[config.mk]
export PLATFORM = sky130hd
export DESIGN_NAME = fifo_read_upsizer_flat
export DESIGN_NICKNAME = d
export VERILOG_FILES = /design/src/rtl/fifo_read_upsizer_if.sv /design/src/rtl/fifo_read_upsizer.sv /design/src/flat_wrapper.sv
export SDC_FILE = /design/constraint.sdc
export NUM_CORES = 1
export LEC_CHECK = 0
export ABC_AREA = 1
export ABC_CLOCK_PERIOD_IN_PS = 2400
export BUFFER_PORTS_ARGS = -buffer_cell sky130_fd_sc_hd__buf_2
export CAP_MARGIN = 0
export CORE_MARGIN = 3
export CORE_UTILIZATION = 49
export DETAILED_ROUTE_END_ITERATION = 16
export PLACE_DENSITY = 0.7
export SLEW_MARGIN = 40
export SYNTH_ARGS = -nofsm -noshare
export SYNTH_HDL_FRONTEND = slang
export SYNTH_SLANG_ARGS = --single-unit
[constraint.sdc]
create_clock -name clk_in -period 2.4 [get_ports clk_in]
set_clock_uncertainty 0.1 [all_clocks]
set_input_delay 0.48 -clock clk_in [delete_from_list [all_inputs] [get_ports clk_in]]
set_output_delay 0.48 -clock clk_in [all_outputs]
set_load 0.01 [all_outputs]
[src/rtl/fifo_read_upsizer_if.sv]
// Read-side bundle for fifo_read_upsizer: FIFO head/pop, flush request and the
// packed output stream. The upsizer connects through the master modport.
interface fifo_read_upsizer_if #(
    parameter int WIDTH = 8,
    parameter int RATIO = 4
);
    localparam int CW = $clog2(RATIO) + 1;

    logic                     fifo_empty_in;
    logic [WIDTH-1:0]         fifo_data_in;
    logic                     fifo_read_out;
    logic                     flush_in;
    logic [WIDTH*RATIO-1:0]   m_data_out;
    logic [CW-1:0]            m_count_out;
    logic                     m_last_out;
    logic                     m_valid_out;
    logic                     m_ready_in;

    modport master (
        input  fifo_empty_in,
        input  fifo_data_in,
        input  flush_in,
        input  m_ready_in,
        output fifo_read_out,
        output m_data_out,
        output m_count_out,
        output m_last_out,
        output m_valid_out
    );

    modport slave (
        output fifo_empty_in,
        output fifo_data_in,
        output flush_in,
        output m_ready_in,
        input  fifo_read_out,
        input  m_data_out,
        input  m_count_out,
        input  m_last_out,
        input  m_valid_out
    );
endinterface

[src/rtl/fifo_read_upsizer.sv]
// Packs RATIO first-word-fall-through FIFO words into one wide valid/ready beat;
// a flush request closes a partial beat early with a word count and last flag.
module fifo_read_upsizer #(
    parameter int WIDTH = 8,
    parameter int RATIO = 4
) (
    input  logic                 clk_in,
    input  logic                 nrst_in,
    fifo_read_upsizer_if.master  bus
);
    localparam int CW = $clog2(RATIO) + 1;
    localparam int BW = WIDTH * RATIO;

    typedef enum logic {
        COLLECT,
        HOLD
    } state_t;

    state_t         state;
    logic [CW-1:0]  idx;
    logic [BW-1:0]  acc;
    logic           flush_pend;

    logic [BW-1:0]  m_data;
    logic [CW-1:0]  m_count;
    logic           m_last;
    logic           m_valid;

    logic           pop;
    logic           flush_any;
    logic           last_lane;
    logic [CW-1:0]  n;
    logic [BW-1:0]  acc_pop;

    assign bus.fifo_read_out = pop;
    assign bus.m_data_out    = m_data;
    assign bus.m_count_out   = m_count;
    assign bus.m_last_out    = m_last;
    assign bus.m_valid_out   = m_valid;

    // acc and idx are already zero in HOLD, so a handshake-cycle pop lands in lane 0.
    always_comb begin
        pop       = nrst_in && !bus.fifo_empty_in &&
                    ((state == COLLECT) || bus.m_ready_in);
        flush_any = flush_pend | bus.flush_in;
        n         = idx + CW'(pop);
        last_lane = pop && (idx == CW'(RATIO - 1));
        acc_pop   = acc;
        if (pop) begin
            acc_pop[idx*WIDTH +: WIDTH] = bus.fifo_data_in;
        end
    end

    always_ff @(posedge clk_in or negedge nrst_in) begin
        if (!nrst_in) begin
            state      <= COLLECT;
            idx        <= '0;
            acc        <= '0;
            flush_pend <= 1'b0;
            m_data     <= '0;
            m_count    <= '0;
            m_last     <= 1'b0;
            m_valid    <= 1'b0;
        end else begin
            case (state)
                COLLECT: begin
                    if (last_lane || (flush_any && (n != '0))) begin
                        m_data     <= acc_pop;
                        m_count    <= n;
                        m_last     <= flush_any;
                        m_valid    <= 1'b1;
                        flush_pend <= 1'b0;
                        acc        <= '0;
                        idx        <= '0;
                        state      <= HOLD;
                    end else begin
                        acc <= acc_pop;
                        idx <= n;
                        if (flush_any) begin
                            flush_pend <= 1'b0;
                        end
                    end
                end
                HOLD: begin
                    if (bus.flush_in) begin
                        flush_pend <= 1'b1;
                    end
                    if (bus.m_ready_in) begin
                        m_data  <= '0;
                        m_count <= '0;
                        m_last  <= 1'b0;
                        m_valid <= 1'b0;
                        acc     <= acc_pop;
                        idx     <= n;
                        state   <= COLLECT;
                    end
                end
                default: state <= COLLECT;
            endcase
        end
    end
endmodule

[src/flat_wrapper.sv]
// flat-port wrapper written by rule: the top's interface ports become plain ports
module fifo_read_upsizer_flat 
#(
    parameter int WIDTH = 8,
    parameter int RATIO = 4
)
  (clk_in, nrst_in, bus_fifo_empty_in, bus_fifo_data_in, bus_flush_in, bus_m_ready_in, bus_fifo_read_out, bus_m_data_out, bus_m_count_out, bus_m_last_out, bus_m_valid_out);
  fifo_read_upsizer_if #(.WIDTH(WIDTH), .RATIO(RATIO)) bus_i ();
  input  logic clk_in;
  input  logic nrst_in;
  input wire logic [$bits(bus_i.fifo_empty_in)-1:0] bus_fifo_empty_in;
  input wire logic [$bits(bus_i.fifo_data_in)-1:0] bus_fifo_data_in;
  input wire logic [$bits(bus_i.flush_in)-1:0] bus_flush_in;
  input wire logic [$bits(bus_i.m_ready_in)-1:0] bus_m_ready_in;
  output wire logic [$bits(bus_i.fifo_read_out)-1:0] bus_fifo_read_out;
  output wire logic [$bits(bus_i.m_data_out)-1:0] bus_m_data_out;
  output wire logic [$bits(bus_i.m_count_out)-1:0] bus_m_count_out;
  output wire logic [$bits(bus_i.m_last_out)-1:0] bus_m_last_out;
  output wire logic [$bits(bus_i.m_valid_out)-1:0] bus_m_valid_out;
  assign bus_i.fifo_empty_in = bus_fifo_empty_in;
  assign bus_i.fifo_data_in = bus_fifo_data_in;
  assign bus_i.flush_in = bus_flush_in;
  assign bus_i.m_ready_in = bus_m_ready_in;
  assign bus_fifo_read_out = bus_i.fifo_read_out;
  assign bus_m_data_out = bus_i.m_data_out;
  assign bus_m_count_out = bus_i.m_count_out;
  assign bus_m_last_out = bus_i.m_last_out;
  assign bus_m_valid_out = bus_i.m_valid_out;
  fifo_read_upsizer #(.WIDTH(WIDTH), .RATIO(RATIO)) u_core (.clk_in(clk_in), .nrst_in(nrst_in), .bus(bus_i));
endmodule
==> results.json <==
{
  "grt_max_degree": 75,
  "antenna_found_initial": 0,
  "tns_ns": 0,
  "coreArea_um2": 6940,
  "rrSetupSlack_ns": 0.24,
  "dr.pass1.iters": 4,
  "die_w_um": 91.4,
  "clock-sinks": 74,
  "finalSetupViolations": 0,
  "reg2reg_from": "u_core.idx[0]",
  "num-fill-cells": 604,
  "grt_pass1_wl_um": 13600,
  "syn_area_um2": 3570,
  "rsz0062_at_grt": "no",
  "routed_via_density": 5.20,
  "critical-path-max-stage-delay_ns": 0.41,
  "synth_fp_nets": 403,
  "ys_types": 34,
  "reg2regPathDepth": 10,
  "post-cts-setup-buffer-count": 0,
  "initial_core_util": 0.515,
  "cp.arrival_ns": 2.31,
  "layout_common_cells": "nand3_1 (86), nand2_1 (84), dfrtp_1 (73)",
  "syn_inst": 386,
  "drtIter0Drc": 190,
  "syn_avg_cell_area_um2": 9.26,
  "crit_required_ns": 2.55,
  "clockRootBuffer": "clkbuf_8",
  "holdCritPathClass": "primary input to asynchronous set/reset pin",
  "grt-ovfl-total": 0,
  "p_total_mw": 4.42,
  "ys_ff_latch": 74,
  "vdd_drop_max_mv": 0.545,
  "yosysSeqAreaShare": 0.518,
  "fp.dieArea_um2": 8350,
  "slew_headroom": 0.560,
  "detail-route-antenna-nets": 0,
  "status": "completed",
  "cp_cell_sequence": "inv_2 -> ha_1 -> ha_1 -> inv_1 -> nand3b_1 -> nor2_1 -> nand2_4 -> nand2_1 -> o21a_1 -> a21boi_0",
  "utilization": 0.598,
  "yosys_warnings": 0,
  "routed_wl_um": 7880,
  "grt_pass1_vias": 2736,
  "ios": 51,
  "fmax_ghz": 0.464,
  "end_kind": "flop",
  "grt_use_total": 0.206,
  "final_common_cell": "nand3_1",
  "drive_gt1_frac": 0.283,
  "nNetsFinal": 453,
  "cts_tree": "built",
  "antennaDiodeCount": 0,
  "clk_latency_ns": 0.34,
  "crit_fanout": 16,
  "place_hpwl_um": 5130,
  "slew_viol_final": 0,
  "die_h_um": 91.4,
  "critical-path-top-delay-family": "simple AND/OR/NAND/NOR gates",
  "start_kind": "flop",
  "fp-row-count": 30,
  "p_per_area_nw_per_um2": 1060,
  "cts_made_buffers": 9,
  "setup_slack_ns": 0.243,
  "period_needed_ns": 2.16,
  "routedWlPerCell_um": 14.7,
  "reg2reg_to": "u_core.acc[7]",
  "timing.final.crit_share": 0.899,
  "worstSetupPathType": "flop to flop",
  "drc": 0,
  "num_vias": 2793,
  "worst_pin_slew_ns": 0.660,
  "cts_max_path_buffers": 2,
  "area_growth_pct": 16.2,
  "cts.htree.levels": 3,
  "hold_ws_ns": 0.165,
  "post-place-ws_ns": 0.0502,
  "io_buffers": 50,
  "slowest_stage": "dfrtp_2",
  "finalHoldViolCount": 0,
  "p_leak_nw": 2.24,
  "drv_cap": 0,
  "cp_common_cell": "ha_1",
  "path_buf_inv": 2,
  "place.gp.congestion": 0.850,
  "clk_pin_slew_ns": 0.08
}
## cell type report
cell class / instances / area [µm²] / share of cell area
clock buffers: 11 / 151 / 0.0365
clock inverters: 5 / 52.6 / 0.0127
flip-flops and latches: 74 / 1850 / 0.446
inverters: 21 / 78.8 / 0.0190
multi-input cells: 267 / 1500 / 0.360
well taps: 96 / 120 / 0.0289
repair buffers: 63 / 402 / 0.0967
## sequential cells by signal, indices dropped and copies added, names as in the netlist
signal and count:
u_core.bus.m_data_out 32, u_core.acc 32, u_core.bus.m_last_out 1, u_core.bus.m_count_out 3
u_core.idx 3, u_core.flush_pend 1, u_core.bus.m_valid_out 1, u_core.state 1
## stage by stage
step / cells / cell area, µm²
after global placement: 521 / 3940
after floorplan: 386 / 3570
after global routing: 537 / 4150
after CTS: 537 / 4150
final: 537 / 4150
after detailed placement: 521 / 3940
## worst max-delay path by stage
stage | start | to | slack, ns | depth (start not counted)
6_report | u_core.idx[0] | u_core.acc[7] | 0.24 | 10
5_1_grt | u_core.state | u_core.bus.m_last_out | 0.0009 | 15
4_1_cts | u_core.idx[0] | u_core.acc[7] | 0.18 | 10
3_5_place_dp | nrst_in | u_core.bus.m_data_out[15] | 0.05 | 17
3_3_place_gp | bus_m_ready_in | u_core.bus.m_data_out[25] | 0.19 | 17
2_1_floorplan | u_core.idx[0] | u_core.acc[4] | 0.36 | 11
## kinds of logic (layout without fill, tap and decap cells)
group,Yosys count,count (layout),share of synthesized area
compound gates,58,58,0.131
buf+inv,45,100,0.0648
fa+ha+maj,4,4,0.0140
simple gates,205,205,0.272
flops,74,74,0.518
## what timing repair did
item,4_1_cts,5_1_grt
endpoints found under the setup margin,0,7
gates resized for setup,0,2
hold buffers,0,0
## routing by layer
| layer | global-route usage | vias to the layer above | wire [µm] |
|---|---|---|---|
| met5 | 0 | - | 0 |
| met4 | 0.0817 | 0 | 113 |
| met3 | 0.0365 | 8 | 347 |
| met2 | 0.307 | 67 | 3690 |
| li1 | - | 1384 | - |
| met1 | 0.296 | 1334 | 3730 |
## power by group
group / switching, mW / internal [mW]
logic: 1.17 / 0.629
registers: 0.121 / 1.51
clock network: 0.456 / 0.532
## Yosys cell counts
| cell | instances | area (µm²) |
|---|---|---|
| buf_8 | 1 | 15.0 |
| o21ai_1 | 9 | 45.0 |
| dfrtp_1 | 74 | 1850 |
| buf_6 | 4 | 45.0 |
| ha_1 | 4 | 50.1 |
| nor2_2 | 2 | 12.5 |
| o21ai_2 | 8 | 70.1 |
| nand3_2 | 1 | 10.0 |
| buf_4 | 4 | 30.0 |
| inv_2 | 2 | 7.51 |
| nor3_4 | 1 | 16.3 |
| nand2_1 | 84 | 315 |
| nor2_1 | 12 | 45.0 |
| a21boi_1 | 9 | 67.6 |
| a21boi_0 | 15 | 113 |
| a21boi_2 | 1 | 11.3 |
| inv_1 | 18 | 67.6 |
| o21ai_0 | 2 | 10.0 |
| clkbuf_2 | 1 | 5.00 |
| clkinv_1 | 1 | 3.75 |
| o21a_1 | 1 | 7.51 |
| a21oi_2 | 5 | 43.8 |
| or2_2 | 7 | 43.8 |
| nand2_4 | 2 | 22.5 |
| a22oi_2 | 8 | 100 |
| nand2_2 | 6 | 37.5 |
| buf_2 | 4 | 20.0 |
| nand3b_1 | 1 | 7.51 |
| nor2_8 | 1 | 20.0 |
| nor3_1 | 1 | 5.00 |
| nand3_1 | 86 | 430 |
| or2_1 | 1 | 6.26 |
| clkbuf_1 | 9 | 33.8 |
| buf_1 | 1 | 3.75 |
No activity file was read; power rests on OpenSTA's default activity.
